File: config.mk
export PLATFORM = sky130hd
export DESIGN_NAME = cpu_instr_sequencer
export DESIGN_NICKNAME = d
export VERILOG_FILES = /design/src/rtl/cpu_instr_sequencer.sv
export SDC_FILE = /design/constraint.sdc
export NUM_CORES = 1
export LEC_CHECK = 0
export ABC_AREA = 1
export BUFFER_PORTS_ARGS = -buffer_cell sky130_fd_sc_hd__buf_2
export CAP_MARGIN = 20
export CORE_ASPECT_RATIO = 0.7
export CORE_MARGIN = 1
export CORE_UTILIZATION = 30
export CTS_BUF_LIST = sky130_fd_sc_hd__clkbuf_8
export CTS_CLUSTER_SIZE = 10
export DETAILED_ROUTE_END_ITERATION = 8
export PLACE_DENSITY = 0.52
export SLEW_MARGIN = 20
export SYNTH_ARGS = -nofsm -noshare
export SYNTH_HDL_FRONTEND = slang
export SYNTH_SLANG_ARGS = --single-unit
File: constraint.sdc
create_clock -name clk -period 2.1 [get_ports clk]
set_clock_uncertainty 0.1 [all_clocks]
set_input_delay 0.315 -clock clk [delete_from_list [all_inputs] [get_ports clk]]
set_output_delay 0.315 -clock clk [all_outputs]
set_load 0.02 [all_outputs]
File: src/rtl/cpu_instr_sequencer.sv
// cpu_instr_sequencer: FIFO-buffered load/start/wait driver for the cpu instruction interface
module cpu_instr_sequencer #(
    parameter int DEPTH   = 8,
    parameter int AW      = 3,
    parameter int CNT_W   = 8,
    parameter int TIMEOUT = 64
) (
    input  logic             clk,
    input  logic             reset,
    input  logic             wr_en,
    input  logic [15:0]      wr_data,
    output logic             full,
    output logic             empty,
    input  logic             run,
    input  logic             cpu_w,
    input  logic [15:0]      cpu_out,
    input  logic             cpu_N,
    input  logic             cpu_V,
    input  logic             cpu_Z,
    output logic [15:0]      cpu_in,
    output logic             cpu_load,
    output logic             cpu_s,
    output logic [15:0]      result,
    output logic [2:0]       flags,
    output logic             result_valid,
    output logic [CNT_W-1:0] issued_count,
    output logic             busy,
    output logic             error
);
    localparam int TW = $clog2(TIMEOUT);

    typedef enum logic [2:0] {IDLE, LOAD, START, EXEC, ERR} state_t;

    state_t           state_q, state_d;
    logic [15:0]      mem_q [DEPTH];
    logic [AW-1:0]    wp_q, rp_q;
    logic [AW:0]      cnt_q;
    logic [TW-1:0]    to_q, to_d;
    logic [15:0]      cpu_in_q, result_q;
    logic [2:0]       flags_q;
    logic             rv_q;
    logic [CNT_W-1:0] issued_q;
    logic             push, pop, issue;

    assign full         = cnt_q == (AW+1)'(DEPTH);
    assign empty        = cnt_q == '0;
    assign push         = wr_en && !full;
    assign pop          = state_q == EXEC && cpu_w;
    assign issue        = state_q == IDLE && run && !empty && cpu_w;
    assign cpu_in       = cpu_in_q;
    assign result       = result_q;
    assign flags        = flags_q;
    assign result_valid = rv_q;
    assign issued_count = issued_q;

    // FIFO storage has no reset; only pointers and count define its contents
    always_ff @(posedge clk) begin
        if (push) mem_q[wp_q] <= wr_data;
    end

    // state register plus FIFO bookkeeping and captured results
    always_ff @(posedge clk or negedge reset) begin
        if (!reset) begin
            state_q  <= IDLE;
            wp_q     <= '0;
            rp_q     <= '0;
            cnt_q    <= '0;
            to_q     <= '0;
            cpu_in_q <= '0;
            result_q <= '0;
            flags_q  <= '0;
            rv_q     <= 1'b0;
            issued_q <= '0;
        end else begin
            state_q <= state_d;
            to_q    <= to_d;
            cnt_q   <= cnt_q + (AW+1)'(push) - (AW+1)'(pop);
            rv_q    <= pop;
            if (push) wp_q <= wp_q + 1'b1;
            if (pop) rp_q <= rp_q + 1'b1;
            if (issue) cpu_in_q <= mem_q[rp_q];
            if (pop) begin
                result_q <= cpu_out;
                flags_q  <= {cpu_N, cpu_V, cpu_Z};
                issued_q <= issued_q + 1'b1;
            end
        end
    end

    // next state and handshake timeout counter, which only runs while start is held with wait high
    always_comb begin
        state_d = state_q;
        to_d    = (state_q == START && cpu_w) ? to_q + 1'b1 : '0;
        case (state_q)
            IDLE:    state_d = issue ? LOAD : IDLE;
            LOAD:    state_d = START;
            START:   state_d = !cpu_w ? EXEC : (to_q == TW'(TIMEOUT - 1)) ? ERR : START;
            EXEC:    state_d = cpu_w ? IDLE : EXEC;
            ERR:     state_d = ERR;
            default: state_d = IDLE;
        endcase
    end

    // handshake outputs decoded straight from the registered state
    always_comb begin
        cpu_load = state_q == LOAD;
        cpu_s    = state_q == START;
        busy     = state_q != IDLE;
        error    = state_q == ERR;
    end
endmodule
==> flow_metrics.tcl <==
set metrics [dict create \
    final_hold_viol_count 0 \
    synth-simple-area-share 0.226 \
    synth_mux_area_frac 0 \
    yosysTopAreaCell "edfxtp_1" \
    drt-initial-drc-count 267 \
    p_per_area_nw_per_um2 800 \
    worstReg2RegStart "cnt_q[2]" \
    slew_violations 0 \
    multi_input_area_um2 2160 \
    yosys.area_share.xor_xnor 0.0106 \
    period_share 0.958 \
    cts_buffer_depth 2 \
    status "finished clean" \
    rrSetupSlack_ns 0.09 \
    htree_levels 4 \
    use_met2 0.210 \
    ys_ff_latch 191 \
    cpMaxStageDelayCell "dfrtp_1" \
    drc 0 \
    rr_endpoint "cnt_q[2]" \
    drive_above_1_share 0.192 \
    hold_end "mem_q[0][0]" \
    grt_pass1_wl_mm 30.1 \
    setup.worst_path.start_class "flip-flop" \
    grt_use_met3 0.0308 \
    clk_pin_slew_ns 0.10 \
    tightestPinTransition_ns 0.453 \
    vias 5497 \
    ys.flop_type "edfxtp_1" \
    antenna_found_initial 0 \
    area_growth_pct 19.6 \
    die-area_um2 28100 \
    dpl.cell_count 1257 \
    worst-endpoint-arrival_ns 2.27 \
    finalNonFillerCells 1310 \
    synth_edf_count 128 \
    syn_area_um2 8230 \
    viasPerCell 4.20 \
    cp.depth 10 \
    die-width_um 200 \
    n_antenna_cell 0 \
    rsz0062_at_grt "true" \
    whs_path_depth 1 \
    rows 50 \
    seq_area_um2 5420 \
    post-dp-hpwl_mm 12.3 \
    routed_wl_mm 18.8 \
    gp_congestion 0.749 \
    ios 90 \
    hold_start "wr_data[0]" \
    yosysWarnings 0 \
    ys_top_cells_by_area "edfxtp_1 (47%), dfrtp_1 (19%), nand2_1 (13%), nand3_1 (5.9%), inv_1 (5.7%)" \
    clkLatencyLatePin_ns 0.46 \
    cts_made_buffers 17 \
    synth_fa_ha_area_frac 0.0176 \
    ys_async_sr_fraction 0.330 \
    ant_nets 0 \
    syn_avg_cell_area_um2 10.2 \
    endpoint_kind "flip-flop" \
    fin_util 0.367 \
    criticalPathCategory "reg2reg" \
    total_power_mw 7.87 \
    synth_fp_nets 854 \
    synth.distinct_cells 34 \
    initial_core_util 0.306 \
    hold_path_class "in2reg" \
    synth-compound-area-share 0.00502 \
    core_um2 26800 \
    nets 984 \
    crit_required_ns 2.35 \
    ir_worst_vdd_v 0.000457 \
    grt_use_met1 0.212 \
    worst-path-buf-inv 3 \
    portBuffers 89 \
    cts_sinks 191 \
    ys_seq_area_frac 0.659 \
    wl_per_cell_um 14.3 \
    top_usage_layer "met1" \
    overflow 0 \
    cts_tree "built" \
    final.min_clock_period_ns 2.01 \
    syn-instance-count 803 \
    setup_violations 0 \
    crit_chain "inv_2 -> ha_2 -> nand3_2 -> nand2_2 -> ha_1 -> inv_1 -> ha_2 -> inv_1 -> fa_1 -> xnor2_1" \
    power_leakage_nw 4.65 \
    path_delay_family "adder cells" \
    die_h_um 141 \
    slew_headroom 0.698 \
    synth_top_family_by_area "simple AND/OR/NAND/NOR gates" \
    fmax_mhz 497 \
    clock-root-buffer "clkbuf_8" \
    max-cap-violations 0 \
    nFillCells 2643 \
    track_usage 0.143 \
    r2r_cells 10 \
    grt_max_degree 65 \
    timing.critical_path.slowest_cell_delay_ns 0.38 \
    synth_top_area_frac 0.467 \
    first_global_vias 5303 \
    timing.critical_path.fanout_max 3 \
    drt_first_pass_iters 5 \
]
## final cells by class
class                      count  share of cell area
clock inverter                15             0.00852
sequential                   191               0.551
tap                          364              0.0463
multi-input combinational    453               0.220
timing repair buffer         141               0.100
clock buffer                  17              0.0238
inverter                     129              0.0500
## worst register-to-register path: stages, from the launching register on
cell,delay (ns)
dfrtp_1,0.38
inv_2,0.07
ha_2,0.17
nand3_2,0.09
nand2_2,0.08
ha_1,0.23
inv_1,0.06
ha_2,0.16
inv_1,0.05
fa_1,0.38
xnor2_1,0.13
## where the power goes
group          leakage (nW)  total (mW)  internal [mW]  switching, mW
Clock                 0.165        2.07          0.788           1.28
Combinational          2.48        1.21          0.480          0.727
Sequential             2.00        4.59           4.48          0.113
Total                  4.65        7.87           5.74           2.12
## stage by stage
stage	area, µm²	setup slack, ns	hold WS [ns]	setup TNS, ns
6_report	9840	0.0885	0.0271	0
5_1_grt	9840	-0.00154	0.00525	-0.00154
4_1_cts	9820	0.00509	0.000245	0
3_5_place_dp	9300	0.0297	0.185	0
3_3_place_gp	9300	0.0814	0.183	0
2_1_floorplan	8240	-0.0810	-0.0806	-5.18
## worst max path at each step
stage,startpoint,to,slack [ns]
2_1_floorplan,cnt_q[2],mem_q[0][0],-0.08
3_3_place_gp,cnt_q[2],cnt_q[1],0.08
3_5_place_dp,cnt_q[2],cnt_q[2],0.03
4_1_cts,cnt_q[2],empty,0.005
5_1_grt,cnt_q[2],cnt_q[2],-0.002
6_report,cnt_q[2],cnt_q[2],0.09
## what timing repair did
item | in CTS | in global routing
endpoints found under the hold margin | 46 | 0
setup endpoints to repair | 0 | 16
hold buffers | 20 | 0
setup buffers | 0 | 1
gates resized for setup | 0 | 5
## flip-flops by register name (all words and copies together) (netlist names), 4 cells and up
| signal | count |
|---|---|
| result | 16 |
| cnt_q | 4 |
| cpu_in | 16 |
| issued_count | 8 |
| mem_q | 128 |
| to_q | 6 |
## cell families after synthesis
family | Yosys count
xor gates and xnor gates | 10
and+or+nand+nor | 424
buffers and inverters | 159
adders and majority gates | 11
DFF | 191
AOI/OAI and AO/OA | 8
## synth_stat cells (2+ instances only)
cell type / n
a21oi_1: 4
buf_2: 22
buf_6: 2
clkbuf_1: 3
dfrtp_1: 63
edfxtp_1: 128
ha_1: 10
inv_1: 124
inv_2: 2
nand2_1: 287
nand3_1: 97
nand3_2: 10
nand4_1: 2
nor2_1: 18
nor2_2: 2
o21ai_0: 3
xnor2_1: 5
xor2_1: 5
## placed cells by master (no fill, tap or decap), drive strengths merged, types with 4 or more instances in the layout
master | netlist | final
inv | 128 | 133
nand2 | 288 | 288
xor2 | 5 | 5
buf | 27 | 121
ha | 10 | 10
a21oi | 4 | 4
clkbuf | 3 | 17
edfxtp | 128 | 128
xnor2 | 5 | 5
nand3 | 107 | 107
clkinv | 1 | 7
dfrtp | 63 | 63
nor2 | 22 | 22
clkinvlp | 0 | 4
dlygate4sd3 | 0 | 20
## layer usage
metal	vias up	share of wire
li1	2796	-
met1	2624	0.52
met2	67	0.44
met3	10	0.032
met4	0	0.0076
met5	-	0
Power figures use the tool's default switching activity.
